$ cat src/rtl/riscv_pkg.sv
// Shared types and constants for the fetch front end of the 5-stage core.
// Defines the IF/ID slot layout, the fetch FSM states and the fetch fault check.
package riscv_pkg;

  localparam logic [31:0] NOP_INSTR = 32'h0000_0013;

  typedef enum logic [1:0] {
    BOOT = 2'd0,
    RUN  = 2'd1,
    HALT = 2'd2
  } fetch_state_e;

  typedef struct packed {
    logic [31:0] instr;
    logic [31:0] pc;
    logic [31:0] pc_plus4;
    logic        valid;
    logic        fault;
  } if_id_t;

  // A fetch faults when it is misaligned or its word index lies past the end of imem.
  function automatic logic fetch_fault(input logic [31:0] addr, input int unsigned depth);
    return (addr[1:0] != 2'b00) || ({2'b00, addr[31:2]} >= depth);
  endfunction

endpackage

$ cat src/rtl/fetch_stage_if.sv
// Fetch-stage bus: hazard controls, redirect, imem port and the IF/ID outputs.
// master = fetch stage, slave = surrounding core (hazard unit, EX, decode, imem).
interface fetch_stage_if;
  logic        stall_f;
  logic        stall_d;
  logic        flush_d;
  logic        pc_src_e;
  logic [31:0] pc_target_e;
  logic        halt_req;
  logic [31:0] imem_addr;
  logic [31:0] imem_rdata;
  logic [31:0] instr_d;
  logic [31:0] pc_d;
  logic [31:0] pc_plus4_d;
  logic        valid_d;
  logic        fault_d;
  logic        halted;
  logic [31:0] fetch_count;

  modport master (
    input  stall_f, stall_d, flush_d, pc_src_e, pc_target_e, halt_req, imem_rdata,
    output imem_addr, instr_d, pc_d, pc_plus4_d, valid_d, fault_d, halted, fetch_count
  );

  modport slave (
    output stall_f, stall_d, flush_d, pc_src_e, pc_target_e, halt_req, imem_rdata,
    input  imem_addr, instr_d, pc_d, pc_plus4_d, valid_d, fault_d, halted, fetch_count
  );
endinterface

$ cat src/rtl/fetch_stage_if_id_reg.sv
// IF/ID pipeline register: one-cycle capture, flush beats stall, stall holds every field.
// A bubble forces NOP/invalid/no-fault but keeps the previous pc fields.
module if_id_reg
  import riscv_pkg::*;
(
  input  logic   clk,
  input  logic   rst_n,
  input  logic   flush_i,
  input  logic   stall_i,
  input  if_id_t slot_i,
  output if_id_t slot_o
);

  if_id_t slot_q, slot_d;

  always_comb begin
    slot_d = slot_q;
    if (flush_i) begin
      slot_d.instr = NOP_INSTR;
      slot_d.valid = 1'b0;
      slot_d.fault = 1'b0;
    end else if (!stall_i) begin
      slot_d = slot_i;
    end
  end

  always_ff @(posedge clk or negedge rst_n) begin
    if (!rst_n) begin
      slot_q.instr    <= NOP_INSTR;
      slot_q.pc       <= '0;
      slot_q.pc_plus4 <= '0;
      slot_q.valid    <= 1'b0;
      slot_q.fault    <= 1'b0;
    end else begin
      slot_q <= slot_d;
    end
  end

  assign slot_o = slot_q;

endmodule

$ cat src/rtl/fetch_stage.sv
// Instruction fetch: registered PC drives imem, returned word lands in IF/ID one cycle later.
// Honours stall_f/stall_d/flush_d from the hazard unit; halt_req freezes fetch until reset.
module fetch_stage
  import riscv_pkg::*;
#(
  parameter logic [31:0] RESET_PC   = 32'h0000_0000,
  parameter int unsigned IMEM_DEPTH = 64
) (
  input logic            clk,
  input logic            rst_n,
  fetch_stage_if.master  bus
);

  fetch_state_e state_q, state_d;
  logic [31:0]  pc_f_q, pc_f_d;
  logic [31:0]  count_q, count_d;
  logic [31:0]  pc_plus4;
  logic         ifid_flush;
  logic         ifid_stall;
  logic         fault;
  logic         valid_load;
  if_id_t       load_slot;
  if_id_t       ifid_slot;

  assign pc_plus4 = pc_f_q + 32'd4;

  // Halt outranks a redirect: the PC stays where the halting fetch left it.
  always_comb begin
    state_d    = state_q;
    pc_f_d     = pc_f_q;
    ifid_flush = 1'b0;
    ifid_stall = 1'b0;
    case (state_q)
      BOOT: begin
        state_d    = RUN;
        ifid_flush = 1'b1;
      end
      RUN: begin
        ifid_flush = bus.flush_d | (bus.halt_req & ~bus.stall_d);
        ifid_stall = bus.stall_d;
        if (bus.halt_req) begin
          state_d = HALT;
        end else if (bus.pc_src_e) begin
          pc_f_d = bus.pc_target_e;
        end else if (!bus.stall_f) begin
          pc_f_d = pc_plus4;
        end
      end
      HALT: begin
        ifid_flush = bus.flush_d | ~bus.stall_d;
        ifid_stall = bus.stall_d;
      end
      default: begin
        state_d    = BOOT;
        ifid_flush = 1'b1;
      end
    endcase
  end

  assign fault = fetch_fault(pc_f_q, IMEM_DEPTH);

  always_comb begin
    load_slot.pc       = pc_f_q;
    load_slot.pc_plus4 = pc_plus4;
    load_slot.instr    = fault ? NOP_INSTR : bus.imem_rdata;
    load_slot.valid    = ~fault;
    load_slot.fault    = fault;
  end

  assign valid_load = ~ifid_flush & ~ifid_stall & load_slot.valid;
  assign count_d    = (valid_load && (count_q != 32'hFFFF_FFFF)) ? count_q + 32'd1 : count_q;

  always_ff @(posedge clk or negedge rst_n) begin
    if (!rst_n) begin
      state_q <= BOOT;
      pc_f_q  <= RESET_PC;
      count_q <= '0;
    end else begin
      state_q <= state_d;
      pc_f_q  <= pc_f_d;
      count_q <= count_d;
    end
  end

  if_id_reg u_if_id_reg (
    .clk     (clk),
    .rst_n   (rst_n),
    .flush_i (ifid_flush),
    .stall_i (ifid_stall),
    .slot_i  (load_slot),
    .slot_o  (ifid_slot)
  );

  assign bus.imem_addr   = pc_f_q;
  assign bus.instr_d     = ifid_slot.instr;
  assign bus.pc_d        = ifid_slot.pc;
  assign bus.pc_plus4_d  = ifid_slot.pc_plus4;
  assign bus.valid_d     = ifid_slot.valid;
  assign bus.fault_d     = ifid_slot.fault;
  assign bus.halted      = (state_q == HALT);
  assign bus.fetch_count = count_q;

endmodule

$ cat src/flat_wrapper.sv
// flat-port wrapper written by rule: the top's interface ports become plain ports
module fetch_stage_flat import riscv_pkg::*;
#(
  parameter logic [31:0] RESET_PC   = 32'h0000_0000,
  parameter int unsigned IMEM_DEPTH = 64
)
  (clk, rst_n, bus_stall_f, bus_stall_d, bus_flush_d, bus_pc_src_e, bus_pc_target_e, bus_halt_req, bus_imem_rdata, bus_imem_addr, bus_instr_d, bus_pc_d, bus_pc_plus4_d, bus_valid_d, bus_fault_d, bus_halted, bus_fetch_count);
  fetch_stage_if bus_i ();
  input logic clk;
  input logic rst_n;
  input wire logic [$bits(bus_i.stall_f)-1:0] bus_stall_f;
  input wire logic [$bits(bus_i.stall_d)-1:0] bus_stall_d;
  input wire logic [$bits(bus_i.flush_d)-1:0] bus_flush_d;
  input wire logic [$bits(bus_i.pc_src_e)-1:0] bus_pc_src_e;
  input wire logic [$bits(bus_i.pc_target_e)-1:0] bus_pc_target_e;
  input wire logic [$bits(bus_i.halt_req)-1:0] bus_halt_req;
  input wire logic [$bits(bus_i.imem_rdata)-1:0] bus_imem_rdata;
  output wire logic [$bits(bus_i.imem_addr)-1:0] bus_imem_addr;
  output wire logic [$bits(bus_i.instr_d)-1:0] bus_instr_d;
  output wire logic [$bits(bus_i.pc_d)-1:0] bus_pc_d;
  output wire logic [$bits(bus_i.pc_plus4_d)-1:0] bus_pc_plus4_d;
  output wire logic [$bits(bus_i.valid_d)-1:0] bus_valid_d;
  output wire logic [$bits(bus_i.fault_d)-1:0] bus_fault_d;
  output wire logic [$bits(bus_i.halted)-1:0] bus_halted;
  output wire logic [$bits(bus_i.fetch_count)-1:0] bus_fetch_count;
  assign bus_i.stall_f = bus_stall_f;
  assign bus_i.stall_d = bus_stall_d;
  assign bus_i.flush_d = bus_flush_d;
  assign bus_i.pc_src_e = bus_pc_src_e;
  assign bus_i.pc_target_e = bus_pc_target_e;
  assign bus_i.halt_req = bus_halt_req;
  assign bus_i.imem_rdata = bus_imem_rdata;
  assign bus_imem_addr = bus_i.imem_addr;
  assign bus_instr_d = bus_i.instr_d;
  assign bus_pc_d = bus_i.pc_d;
  assign bus_pc_plus4_d = bus_i.pc_plus4_d;
  assign bus_valid_d = bus_i.valid_d;
  assign bus_fault_d = bus_i.fault_d;
  assign bus_halted = bus_i.halted;
  assign bus_fetch_count = bus_i.fetch_count;
  fetch_stage #(.RESET_PC(RESET_PC), .IMEM_DEPTH(IMEM_DEPTH)) u_core (.clk(clk), .rst_n(rst_n), .bus(bus_i));
endmodule
$ cat config.mk
export PLATFORM = sky130hd
export DESIGN_NAME = fetch_stage_flat
export DESIGN_NICKNAME = d
export VERILOG_FILES = /design/src/rtl/riscv_pkg.sv /design/src/rtl/fetch_stage_if.sv /design/src/rtl/fetch_stage_if_id_reg.sv /design/src/rtl/fetch_stage.sv /design/src/flat_wrapper.sv
export SDC_FILE = /design/constraint.sdc
export NUM_CORES = 1
export LEC_CHECK = 0
export ABC_AREA = 1
export BUFFER_PORTS_ARGS = -buffer_cell sky130_fd_sc_hd__buf_2
export CORE_AREA = 2 2 121 182
export CTS_CLUSTER_SIZE = 10
export DETAILED_ROUTE_END_ITERATION = 8
export DIE_AREA = 0 0 123 184
export PLACE_DENSITY = 0.72
export SYNTH_ARGS = -nofsm -noshare
export SYNTH_HDL_FRONTEND = slang
export SYNTH_HIERARCHICAL = 1
export SYNTH_SLANG_ARGS = --single-unit
$ cat constraint.sdc
create_clock -name clk -period 1.85 [get_ports clk]
set_input_delay 0.0925 -clock clk [delete_from_list [all_inputs] [get_ports clk]]
set_output_delay 0.0925 -clock clk [all_outputs]
set_load 0.005 [all_outputs]
# --- Word-level counts from Yosys, hierarchy flattened ---
# Cells that the tools add are included.
classes:
  add_sub_neg: 2
  magnitude_cmp: 1
  eq_ne: 6
  muxes: 10
  bitwise: 11
  reduce_logical: 8
op_table:
  columns: ["cell", "count"]
  rows:
  - ["2-to-1 mux 32 bit", 4]
  - ["2-to-1 mux 98 bit", 1]
  - ["adder 32 x 1 -> 32 bit, second input constant", 1]
  - ["adder 32 x 3 -> 32 bit, second input constant", 1]
  - ["!= test 32 bit, second input constant", 1]
  - [">= comparator 30 x 7 -> 1 bit, second input constant", 1]
  - ["NOT 1 bit", 6]
  - ["one-hot mux 2 bit (3 select lines)", 1]
  - ["2-to-1 mux 2 bit", 2]
  - ["!= test 2 x 1 -> 1 bit, second input constant", 2]
  - ["AND reduction 2 bit", 2]
  - ["bitwise AND 1 bit", 3]
  - ["AND reduction 3 bit", 1]
  - ["== test 2 x 1 -> 1 bit, second input constant", 1]
  - ["== test 2 bit, second input constant", 1]
  - ["logical NOT 2 bit", 1]
  - ["!= test 2 bit, second input constant", 1]
  - ["bitwise OR 1 bit", 2]
  - ["one-hot mux 1 bit (2 select lines)", 1]
  - ["nonzero test 2 bit", 1]
  - ["OR reduction 2 bit", 1]
  - ["logical AND 1 bit", 1]
  - ["logical OR 1 bit", 1]
  - ["2-to-1 mux 1 bit", 1]
word_totals:
  register_bits: 164
  input_bits: 71
  output_inout_bits: 163
  wordCells: 46

# --- Depth between registers and ports, before layout ---
depth:
  word_depth: 8
  depth_mapped: 12
  depth_no_buf: 11

# --- Cells and area by module ---
# The synthesis kept the hierarchy.
by_module_without_submodules:
  columns: ["mod", "n_inst", "cells_per_inst", "area_per_inst_um2", "seq_area_each_um2"]
  rows:
  - ["fetch_stage", 1, 925, 5507.8, 1651.6]
  - ["if_id_reg", 1, 420, 3799.9, 2456.1]

# --- Worst setup path after synthesis ---
# No wires, ideal clock.
synth_timing:
  path_type: "reg-to-reg"
  start: "register u_core.pc_f_q[2] (netlist: u_core/bus.imem_addr[2])"
  end: "register u_core.u_if_id_reg.slot_q, in the netlist u_core/u_if_id_reg/slot_o[66]"
  setup_time_ns: 0.083
  t_arrival_ns: 1.583
  t_required_ns: 1.767
  setup_slack_ns: 0.184
  stages_incl_launch_ff: 12
  n_path_buf: 0
  synth_period_minus_slack_ns: 1.666
  path_cell_list: "dfrtp_1 > inv_1 > ha_1 > nand2_1 > nor2_1 > nand2_1 > nand3_2 > nor2_4 > inv_2 > or2_2 > nand2_1 > nand3_1"
synth_rtl:
  columns: ["element", "line", "rtl"]
  rows:
  - ["start, declared", "fetch_stage.sv:15", "logic [31:0] pc_f_q, pc_f_d;"]
  - ["start signal, assigned", "fetch_stage.sv:80", "pc_f_q <= pc_f_d;"]
  - ["end signal, assigned", "fetch_stage_if_id_reg.sv:35", "slot_q <= slot_d;"]
  - ["end, declared", "fetch_stage_if_id_reg.sv:14", "if_id_t slot_q, slot_d;"]

# --- Final worst setup path ---
layout_timing:
  start: "register u_core.pc_f_q[2] (netlist: u_core/bus.imem_addr[2])"
  end: "register u_core.count_q[16] (netlist: u_core/bus.fetch_count[16])"
layout_between:
  elab_chain_len: 5
layout_lines:
  columns: ["element", "line", "rtl"]
  rows:
  - [">= comparator 30 x 7 -> 1 bit", "riscv_pkg.sv:23", "return (addr[1:0] != 2'b00) || ({2'b00, addr[31:2]} >= depth);"]
  - ["logical OR 1 bit", "riscv_pkg.sv:23", null]
  - ["NOT 1 bit", "fetch_stage.sv:66", "load_slot.valid = ~fault;"]
  - ["bitwise AND 1 bit", "fetch_stage.sv:70", "assign valid_load = ~ifid_flush & ~ifid_stall & load_slot.valid;"]
  - ["logical AND 1 bit", "fetch_stage.sv:71", "assign count_d = (valid_load && (count_q != 32'hFFFF_FFFF)) ? count_q + 32'd1 : count_q;"]
  - ["end signal, assigned", "fetch_stage.sv:81", "count_q <= count_d;"]
  - ["end, declared", "fetch_stage.sv:16", "logic [31:0] count_q, count_d;"]
# No other way between the ends.
# A chain may end at the register's enable or synchronous reset.

==> out/qor.txt <==
Layout area overhead: 36.91%
WL met2: 16460 um
Post-Syn Nets: 1422
yosys warns: 6
final wirelength: 31400 um
nets: 1750
mapped cell area: 9308 um2
Reg clk slew, reported paths: 0.07 ns
relative slew slack: 70.51%
Worst path slowest cell: dfrtp_1
antenna-violating nets left: 0
placed instance count: 1848
status: complete, no violations
ratio of cells with drive above 1 in the final layout: 26.28%
max cap viols: 0
maximum clock rate: 0.5564 GHz
number of core rows: 65
Initial DRT Pass Iterations: 7
drt wl/cell: 16.06 um
Worst Path Required: 2.18 ns
Synth cell types: 32
met1 wire length: 11720 um
hpwl dp: 21130 um
Final Hold Viols: 0
routability cong.: 0.9465
I/O pins: 234
Mean Syn Cell Area: 6.920 um2
largest cells by area after synthesis: dfrtp_1 (43%), nand2_1 (25%), nor2_1 (7.3%)
Crit. End Element: register
Initial DRC Count: 769
Final setup viols: 0
worst IR drop on VDD: 0.8779 mV
antenna violations before repair: 1
CTS Buffer Depth: 2
vias post-DR: 9968
CP cell instances: inv_2 > ha_4 > nand2_2 > nor2_2 > nand2_2 > nand3_4 > nor2_4 > buf_6 > nand3_4 > clkbuf_16 > nand2_4 > nand2_2
Non-Filler Instances: 1955
gr ovfl total: 0
family with the most delay on the worst path: simple AND/OR/NAND/NOR gates
global-route wire length before repair: 47730 um
count leader, synth: nand2_1
Power per Cell Area: 1216 nW/um2
dominant synthesized flop cell: dfrtp_1
buffers added on ports: 233
DRC errors left: 0
GRT Resource Usage Total: 27.09%
Tcrit/Tclk final: 97.16%
# fillers: 1912
Crit path top cell by count: nand2_2
ys async rst share: 100.0%
Initial Util: 44.36%
H-tree depth: 4
post-synth top area cell: dfrtp_1
#FFs+latches synth: 164
average vias per placed instance: 5.099
Worst-Margin Slew: 0.4408 ns
Synth top area share: 43.29%
CTS root buffer: clkbuf_16
die height: 184 um
R2R depth: 12
critical path arrival: 2.13 ns
RSZ-0062 raised after global routing: true
Slew Viols, Final: 0
CP Max Fanout: 8
die width: 123 um
hold crit path type: in2reg
die area: 22630 um2
largest net degree at the start of global routing: 65
number of flops mapped to enable cells by yosys: 0
leak pwr: 6.905 nW
Crit Path Class: reg2reg
Setup Skew: 0.01213 ns
met3 WL post-DR: 1570 um
max layer used: met4
critical path's largest stage delay: 0.44 ns
cts bufs inserted: 17
Min-Delay Path Depth: 5
TritonCTS clock tree: yes
number of global-route vias before repair: 9671
Worst path depth: 12
crit path time final: 1.797 ns
clock sink count: 164
post-synthesis sequential area ratio: 44.13%
Post-Syn Instances: 1345
synth cell count leaders: nand2_1 (610), nor2_1 (182), dfrtp_1 (161)
clock latency on the worst-skew pair: 0.44 ns
Floorplan Core Area: 20980 um2
worst hold margin: 0.04144 ns
Critical Path Source Type: register
Buffers & Inverters on Critical Path: 3
-- power by group --
group          leakage [nW]  switching [mW]  internal [mW]
combinational          4.48            3.74           2.55
clock                 0.304            1.58           2.32
sequential             2.12           0.714           4.60
total                  6.90            6.03           9.47
-- layout by cell type, fill, tap and decap left out, types with 2 or more instances in the layout --
cell             n
clkinvlp_4       3
buf_12          14
clkbuf_16       22
dfstp_2          3
dfrtp_1        154
nand3_4          2
nand2_1        575
inv_1           84
nor2_4           6
dfrtp_2          7
ha_1             4
or2_2            4
o21ai_2          2
nand3_1         93
bufinv_16        4
nand3b_1        12
nand4_1         24
inv_6            4
inv_2            6
xor2_1           9
buf_2          232
nand2_2         25
o21ai_0         15
nor2_1         176
a21oi_1         21
xnor2_1          8
mux2_2           2
buf_6            3
buf_4           74
clkinv_4         2
dlygate4sd3_1   62
o22ai_1          3
nor2_2           8
nand2_4         14
-- flip-flops by register name, summed over array words and instances, names as in the netlist --
register and flops:
u_core/u_if_id_reg/slot_o 98, u_core/bus.fetch_count 32, u_core/bus.imem_addr 32, u_core/state_q 2
-- kinds of logic after synthesis --
group           count (synthesis)  synth area share [%]
flops                         164                 44.13
mux                             2                0.2420
xor+xnor                       17                 1.600
simple gates                  942                 41.44
buf+inv                       172                 9.464
fa+ha+maj                       6                0.8065
compound gates                 42                 2.312
-- final timing paths --
path | from | end | slack (ns)
worst max register to register | u_core/bus.imem_addr[2]$_DFFE_PN0P_ | u_core/bus.fetch_count[16]$_DFFE_PN0P_ | 0.05
worst max-delay path | u_core/bus.imem_addr[2]$_DFFE_PN0P_ | u_core/bus.fetch_count[16]$_DFFE_PN0P_ | 0.05
worst min-delay path | bus_pc_target_e[2] | u_core/bus.imem_addr[2]$_DFFE_PN0P_ | 0.04
worst min register to register | u_core/u_if_id_reg/slot_o[38]$_DFFE_PN0P_ | u_core/u_if_id_reg/slot_o[38]$_DFFE_PN0P_ | 0.47
min in group asynchronous | rst_n | u_core/bus.imem_addr[7]$_DFFE_PN0P_ | 0.07
max in group asynchronous | rst_n | u_core/bus.fetch_count[5]$_DFFE_PN0P_ | 1.05
-- stage by stage --
stage                     util [%]  instance area (um2)  TNS, ns  power, mW  setup slack, ns
after CTS                    58.62                12300        0      15.20         0.006667
after global placement       52.62                11040        0      11.04          0.04870
after floorplan                  -                 9308        0      8.896           0.1837
final                        60.73                12740        0      15.50          0.05259
after global routing         60.73                12740   -1.080      16.54         -0.07451
after detailed placement     52.62                11040        0      11.15          0.04077
-- final cells by class --
cell class,instances,area [um2],share of cell area [%]
clock inverter,14,200.2,1.571
clock buffer,18,439.2,3.446
tap,268,335.3,2.631
antenna,1,2.502,0.01964
inverter,91,341.6,2.680
sequential,164,4116,32.30
timing repair buffer,390,2776,21.79
multi-input combinational,1009,4532,35.56
-- worst reg2reg max path: cells and delay by family (launching register included) --
kind,cells,cell delay (ns)
DFF,1,0.44
and+or+nand+nor,8,0.65
adders and majority gates,1,0.16
buffers and inverters,3,0.45
-- routing by layer --
metal	GRT usage, %	vias to the layer above
li1	-	4789
met1	30.72	4672
met2	48.02	399
met3	4.529	108
met4	14.09	0
met5	0	-
-- timing repair --
item	CTS	global route
setup buffers	0	6
endpoints found under the setup margin	0	141
hold endpoints to repair	222	0
hold buffers	62	0
resized for setup	0	76
Power figures use the tool's default switching activity.
